<file path="config.mk">
export PLATFORM = sky130hd
export DESIGN_NAME = rr_arbiter_8to3
export DESIGN_NICKNAME = d
export VERILOG_FILES = /design/src/rtl/arb_pkg.sv /design/src/rtl/rr_pick.sv /design/src/rtl/rr_arbiter_8to3.sv
export SDC_FILE = /design/constraint.sdc
export NUM_CORES = 1
export LEC_CHECK = 0
export ABC_CLOCK_PERIOD_IN_PS = 7800
export CORE_UTILIZATION = 58
export DETAILED_ROUTE_END_ITERATION = 8
export PLACE_DENSITY_LB_ADDON = 0.05
export SLEW_MARGIN = 20
export SYNTH_ARGS = -nofsm -noshare
export SYNTH_HDL_FRONTEND = slang
export SYNTH_SLANG_ARGS = --single-unit
</file>
<file path="constraint.sdc">
create_clock -name clk -period 7.8 [get_ports clk]
set_clock_uncertainty 0.2 [all_clocks]
set_input_delay 1.56 -clock clk [delete_from_list [all_inputs] [get_ports clk]]
set_output_delay 1.56 -clock clk [all_outputs]
set_load 0.1 [all_outputs]
</file>
<file path="src/rtl/arb_pkg.sv">
// Shared constants and types for the 8-requester round-robin arbiter.
package arb_pkg;

  localparam int N                = 8;
  localparam int IDX_W            = $clog2(N);
  localparam int DEFAULT_MAX_HOLD = 16;

  typedef logic [IDX_W-1:0] idx_t;
  typedef logic [N-1:0]     vec_t;

  typedef enum logic {IDLE = 1'b0, BUSY = 1'b1} arb_state_t;

endpackage

</file>
<file path="src/rtl/rr_pick.sv">
// Rotating priority picker: scans req starting at ptr, wrapping 7->0,
// and returns the first requester found. win_valid is low when req is all zero.
module rr_pick
  import arb_pkg::*;
(
  input  logic [N-1:0]     req,
  input  logic [IDX_W-1:0] ptr,
  output logic [IDX_W-1:0] win_idx,
  output logic             win_valid
);

  // Walk from the lowest priority back to ptr so the nearest set bit wins last.
  always_comb begin
    idx_t idx;
    win_idx   = '0;
    win_valid = 1'b0;
    idx       = '0;
    for (int i = N - 1; i >= 0; i--) begin
      idx = ptr + idx_t'(i);
      if (req[idx]) begin
        win_idx   = idx;
        win_valid = 1'b1;
      end
    end
  end

endmodule

</file>
<file path="src/rtl/rr_arbiter_8to3.sv">
// Round-robin arbiter, 8 requesters, one-hot + encoded grant with valid flag.
// A grant is held until the owner pulses done or drops its request; priority
// then rotates to the requester after the owner.
// Optional watchdog: define ARB_TIMEOUT_EN to force release after MAX_HOLD
// busy cycles, reported with a one-cycle timeout pulse.
//
// Handshake: req is level-sensitive and sampled only in IDLE; gnt/gnt_idx/
// gnt_valid are registered and change one edge after the sampled request or
// release; done is a one-cycle pulse honoured only while BUSY.
module rr_arbiter_8to3
  import arb_pkg::*;
#(
  parameter int MAX_HOLD = DEFAULT_MAX_HOLD
)
(
  input  logic             clk,
  input  logic             rst_n,
  input  logic [N-1:0]     req,
  input  logic             done,
  output logic [N-1:0]     gnt,
  output logic [IDX_W-1:0] gnt_idx,
  output logic             gnt_valid,
`ifdef ARB_TIMEOUT_EN
  output logic             timeout,
`endif
  output arb_state_t       dbg_state,
  output logic [IDX_W-1:0] dbg_ptr
);

  arb_state_t state_q, state_d;
  idx_t       ptr_q, ptr_d;
  vec_t       gnt_q, gnt_d;
  idx_t       gnt_idx_q, gnt_idx_d;
  logic       gnt_valid_q, gnt_valid_d;

  idx_t       win_idx;
  logic       win_valid;
  logic       rel_c;
  logic       force_c;

  rr_pick u_pick (
    .req       (req),
    .ptr       (ptr_q),
    .win_idx   (win_idx),
    .win_valid (win_valid)
  );

  // Normal release: owner signals done or withdraws its request.
  assign rel_c = (state_q == BUSY) && (done || !req[gnt_idx_q]);

`ifdef ARB_TIMEOUT_EN
  localparam int HOLD_W = $clog2(MAX_HOLD + 1);
  logic [HOLD_W-1:0] hold_q, hold_d;
  logic              timeout_q, timeout_d;

  // Forced release when this busy cycle is the MAX_HOLD-th; normal release wins.
  assign force_c = (state_q == BUSY) && !rel_c && (hold_q == HOLD_W'(MAX_HOLD - 1));
  assign timeout = timeout_q;
`else
  assign force_c = 1'b0;
`endif

  // State register.
  always_ff @(posedge clk or negedge rst_n) begin
    if (!rst_n) state_q <= IDLE;
    else        state_q <= state_d;
  end

  // Next-state: grab on any request in IDLE, drop back on any release.
  always_comb begin
    state_d = state_q;
    case (state_q)
      IDLE:    if (win_valid) state_d = BUSY;
      BUSY:    if (rel_c || force_c) state_d = IDLE;
      default: state_d = IDLE;
    endcase
  end

  // Output/datapath next values: grant load, release, pointer rotation.
  always_comb begin
    gnt_d       = gnt_q;
    gnt_idx_d   = gnt_idx_q;
    gnt_valid_d = gnt_valid_q;
    ptr_d       = ptr_q;
`ifdef ARB_TIMEOUT_EN
    hold_d      = '0;
    timeout_d   = 1'b0;
`endif
    case (state_q)
      IDLE: begin
        if (win_valid) begin
          gnt_d       = vec_t'(1) << win_idx;
          gnt_idx_d   = win_idx;
          gnt_valid_d = 1'b1;
        end
      end
      BUSY: begin
`ifdef ARB_TIMEOUT_EN
        hold_d    = hold_q + HOLD_W'(1);
        timeout_d = force_c;
`endif
        if (rel_c || force_c) begin
          gnt_d       = '0;
          gnt_valid_d = 1'b0;
          ptr_d       = gnt_idx_q + idx_t'(1);
        end
      end
      default: ;
    endcase
  end

  // Registered outputs, pointer and optional hold counter.
  always_ff @(posedge clk or negedge rst_n) begin
    if (!rst_n) begin
      gnt_q       <= '0;
      gnt_idx_q   <= '0;
      gnt_valid_q <= 1'b0;
      ptr_q       <= '0;
`ifdef ARB_TIMEOUT_EN
      hold_q      <= '0;
      timeout_q   <= 1'b0;
`endif
    end else begin
      gnt_q       <= gnt_d;
      gnt_idx_q   <= gnt_idx_d;
      gnt_valid_q <= gnt_valid_d;
      ptr_q       <= ptr_d;
`ifdef ARB_TIMEOUT_EN
      hold_q      <= hold_d;
      timeout_q   <= timeout_d;
`endif
    end
  end

  assign gnt       = gnt_q;
  assign gnt_idx   = gnt_idx_q;
  assign gnt_valid = gnt_valid_q;
  assign dbg_state = state_q;
  assign dbg_ptr   = ptr_q;

endmodule

</file>
Word level (Yosys, flattened, before mapping)
Cells that the tools add are included. Widths: inputs -> output; s select.

Bits of input ports: 11. Logic and storage cells: 75. Output and inout port bits: 16. Bits in registers: 16.

Bitwise operators: 1. Equality and inequality tests: 2. Reductions and logical operators: 6. Add/subtract/negate cells: 8. Shift-type cells: 1. Magnitude comparators: 9. Mux-type cells: 43.

Operators with widths (number): $lt 3x4->1 const B (9); $bmux 1 s3 (9); $mux 3 (8); $mux 1 (21); $mux 8 (2); $pmux 8 s2 (1); $add 3x3->3 const B (4); $shl 1x3->8 const A (1); $add 3x1->3 const B (2); $add 3x2->3 const B (2); $reduce_and 2->1 (3); $ne 2x1->1 const B (2); $pmux 1 s2 (2); $logic_and 1x1->1 (1); $logic_not 1->1 (1); $logic_or 1x1->1 (1); $not 1->1 (1).

Longest topological paths before layout
Depth in word-level cells: 14. Depth in mapped cells: 13.

Modules after synthesis
From an unflattened synthesis, not the netlist that was laid out.

Cells, all modules: 162. Area total of the unflattened synthesis: 1589.0 um^2.

Modules (own cells, without submodules): rr_arbiter_8to3 (sequential area each 400.4 um^2, instances 1, cells an instance 72, area each 807.0 um^2); rr_pick (sequential area each 0.0 um^2, instances 1, cells an instance 90, area each 782.0 um^2).

Worst setup path before layout
Ideal clock, no wire load.

Kind: reg2reg. From: register ptr_q[0], in the netlist dbg_ptr[0]. To: register gnt_q[2], in the netlist gnt[2]. Stages on the path, launching flop included: 14. Library setup time: 122 ps. Required time: 7478 ps. Data arrival time: 3651 ps. Path slack: 3828 ps. Path through: dfrtp_1 > buf_6 > buf_6 > buf_2 > inv_1 > ha_1 > clkbuf_1 > mux4_2 > mux2_4 > a21oi_2 > o21ai_1 > o41a_1 > and2_4 > a22o_1.

Longest elaborated chain between the ends: 14.

RTL lines: from (decl) (RTL line rr_arbiter_8to3.sv:31) `idx_t ptr_q, ptr_d;`; from (signal assigned) (RTL line rr_arbiter_8to3.sv:127) `ptr_q <= ptr_d;`; $add 3x3->3 (RTL line rr_pick.sv:19) `idx = ptr + idx_t'(i);`; $bmux 1 s3 (RTL line rr_pick.sv:20) `if (req[idx]) begin`; $mux 1 (implied by the code) (RTL line rr_pick.sv:20); $mux 3 (8 in a row) (RTL line rr_pick.sv:20); $shl 1x3->8 (RTL line rr_arbiter_8to3.sv:92) `gnt_d = vec_t'(1) << win_idx;`; $mux 8 (RTL line rr_arbiter_8to3.sv:91) `if (win_valid) begin`; $pmux 8 s2 (RTL line rr_arbiter_8to3.sv:89) `case (state_q)`; to (signal assigned) (RTL line rr_arbiter_8to3.sv:124) `gnt_q <= gnt_d;`; to (decl) (RTL line rr_arbiter_8to3.sv:32) `vec_t gnt_q, gnt_d;`.

Several ways; a longest one is shown, not always the timed one. The select of a mux whose other input is x is not followed. A chain may end at the register's enable or synchronous reset.

Worst setup path after layout
From: register ptr_q[1], in the netlist dbg_ptr[1]. To: output dbg_ptr[1].

RTL lines: to (decl) (RTL line rr_arbiter_8to3.sv:27) `output logic [IDX_W-1:0] dbg_ptr`.

No word-level cell between the ends.

==> impl_metrics.csv <==
group,metric,value,unit
synthesis,synth_nets,178,
clocking,cts_setup_buffers,0,
placement,post-place-cells,213,
clocking,insertion_delay,0.30,ns
synthesis,netlist_area,1640,sq um
route,drt_pass1_iterations,5,
synthesis,ys_ff_latch,16,
route,drt_wl_total,4120,microns
timing,worst_slew_pin_slew,0.982,ns
setup_path,worstSetupStartpointType,"register",
clocking,ctsHoldBuffers,0,
layout,finalNonFillerCells,216,
setup_path,worstPathMaxFanout,22,
clocking,h-tree-depth,1,
layout,stdcell_area,1910,sq um
timing,fin_crit,4.28,ns
placement,io_buffers,26,
synthesis,synth_cell_type_count,51,
route,drc_errors,0,
route,antenna_left,0,
die,start_util,0.639,
clocking,numCtsBuffers,3,
route,vias,1488,
layout,diodes,0,
setup_path,critPathSlowestCell,"clkdlybuf4s50_1",
grt,antenna_found_initial,0,
timing,setup-tns-final,0,ns
timing,setup_violations,0,
run_status,status,"completed",
die,rows,18,
layout,drive_gt1_frac,0.172,
grt,grt_usage,0.317,
grt,grt_pass1_wl,6680,microns
synthesis,synthFlopType,"dfrtp_1",
min_path,min_path_type,"reg -> reg",
route,wl_per_cell,19.1,microns
clocking,cts_resized,0,
synthesis,avgSynthCellArea,10.0,sq um
synthesis,ys_seq_area_frac,0.244,
timing,timing.final.crit_share,0.549,
route,drt-initial-drc-count,57,
timing,slew_violations,0,
die,die_w,55.2,microns
placement,hpwl,3060,microns
setup_path,critPathBufInv,1,
clocking,cts_root_buf,"clkbuf_4",
die,core,2570,sq um
die,die_y,55.2,microns
clocking,clkSinkCount,16,
timing,rsz0062_at_grt,"false",
layout,nets,202,
placement,placed_area,1890,sq um
setup_path,critPathTopFamily,"buffers and inverters",
setup_path,end_kind,"primary output",
synthesis,synth_edf_count,0,
synthesis,synth-async-reset-ratio,1.00,
setup_path,cp.required,6.04,ns
setup_path,cpPeakStageDelay,1.28,ns
setup_path,criticalPathCategory,"reg -> out",
layout,nFillCells,195,
clocking,clk_pin_slew,0.08,ns
run,maxCapViolations,0,
layout,mostFrequentLayoutCell,"clkdlybuf4s50_1",
synthesis,yosysWarnings,0,
grt,grt_overflow_total,0,
clocking,cts_max_path_buffers,2,
timing,maxSlewHeadroom,0.344,
route,viasPerCell,6.89,
timing,hold_viol,0,
setup_path,critPathArrivalTime,2.52,ns
layout,area_growth_syn_to_layout,16.6,%
synthesis,synthCells,164,
layout,final_cell_mix,"26 x clkdlybuf4s50_1, 16 x dfrtp_1, 14 x nand2_1, 12 x mux4_2, 11 x mux2i_1",
die,boundaryPins,27,
placement,gp_congestion,1.03,
setup_path,cp_cell_sequence,"clkdlybuf4s50_1",
grt,grt_pass1_vias,1368,
timing,fmaxAchievable,233,MHz
die,dieArea,3040,sq um
grt,grt_max_degree,27,
clocking,cts_tree,"done",
==> sequential cells by signal, indices dropped and copies added (netlist names) <==
| name | count |
|---|---|
| gnt | 8 |
| gnt_valid | 1 |
| dbg_ptr | 3 |
| gnt_idx | 3 |
| dbg_state | 1 |
==> synth_stat cells, types with 3 or more instances <==
| cell type | instances | share of area |
|---|---|---|
| dfrtp_1 | 16 | 0.24 |
| nand2_1 | 14 | 0.032 |
| mux4_2 | 12 | 0.16 |
| mux2i_1 | 11 | 0.067 |
| inv_1 | 9 | 0.021 |
| mux2_2 | 8 | 0.055 |
| nor2_1 | 8 | 0.018 |
| a21oi_1 | 7 | 0.021 |
| o21ai_0 | 5 | 0.015 |
| a22o_1 | 4 | 0.021 |
| a21o_1 | 3 | 0.014 |
| a31oi_1 | 3 | 0.011 |
| buf_2 | 3 | 0.0092 |
| buf_6 | 3 | 0.021 |
| ha_1 | 3 | 0.023 |
| nand3_1 | 3 | 0.0092 |
| nor2b_1 | 3 | 0.011 |
| o211ai_1 | 3 | 0.014 |
| o21ai_1 | 3 | 0.0092 |
| xor2_1 | 3 | 0.016 |
==> path summary, 6_finish.rpt <==
path	start	to	slack (ns)	cells after the start
max in group asynchronous	rst_n	gnt_valid	5.47	1
setup reg to reg	dbg_ptr[1]	gnt[2]	3.95	9
setup / recovery	dbg_ptr[1]	dbg_ptr[1]	3.52	1
min in group asynchronous	rst_n	gnt[3]	1.48	1
hold reg to reg	gnt[5]	gnt[5]	0.29	2
hold / removal	gnt[5]	gnt[5]	0.29	2
==> logic make-up (layout without fill, tap and decap cells) <==
logic type,after synthesis,after routing,synth area share
AND/OR/NAND/NOR,43,43,0.133
AO/OA/AOI/OAI,46,46,0.200
flip-flops,16,16,0.244
multiplexers,34,34,0.318
adder cells (fa/ha/maj),3,3,0.0229
XOR/XNOR,5,5,0.0267
buffers and inverters,17,39,0.0549
==> per-layer routing <==
metal	vias up	track usage	part of all wire
li1	676	-	-
met1	728	0.431	0.42
met2	74	0.482	0.48
met3	10	0.0956	0.075
met4	0	0.100	0.025
met5	-	0	0
==> stage by stage <==
step / worst slack [ns] / utilization / hold WS (ns)
after floorplan: 3.83 / - / 0.757
after global placement: 3.45 / 0.736 / 0.264
after detailed placement: 3.39 / 0.736 / 0.277
after CTS: 3.52 / 0.745 / 0.296
after global routing: 3.43 / 0.745 / 0.322
final: 3.52 / 0.745 / 0.292
==> worst reg2reg max path, stage by stage, from the launching register on <==
cell and delay (ns):
dfrtp_1 0.95, inv_1 0.34, ha_1 0.54, mux4_2 0.43, a221o_1 0.38, o2111ai_1 0.19, o211ai_1 0.17, o21a_1 0.22
and2_4 0.15, a22o_1 0.19
==> final cells by class <==
cell class | count | area (sq um) | area share
multi-input cells | 131 | 1150 | 0.601
inverters | 9 | 33.8 | 0.0177
clock buffers | 3 | 22.5 | 0.0118
flip-flops and latches | 16 | 400 | 0.209
repair buffers | 27 | 268 | 0.140
well taps | 30 | 37.5 | 0.0196
Power is not shown: default switching activity piles up to over one toggle a cycle in this logic, so the estimate is an artifact.
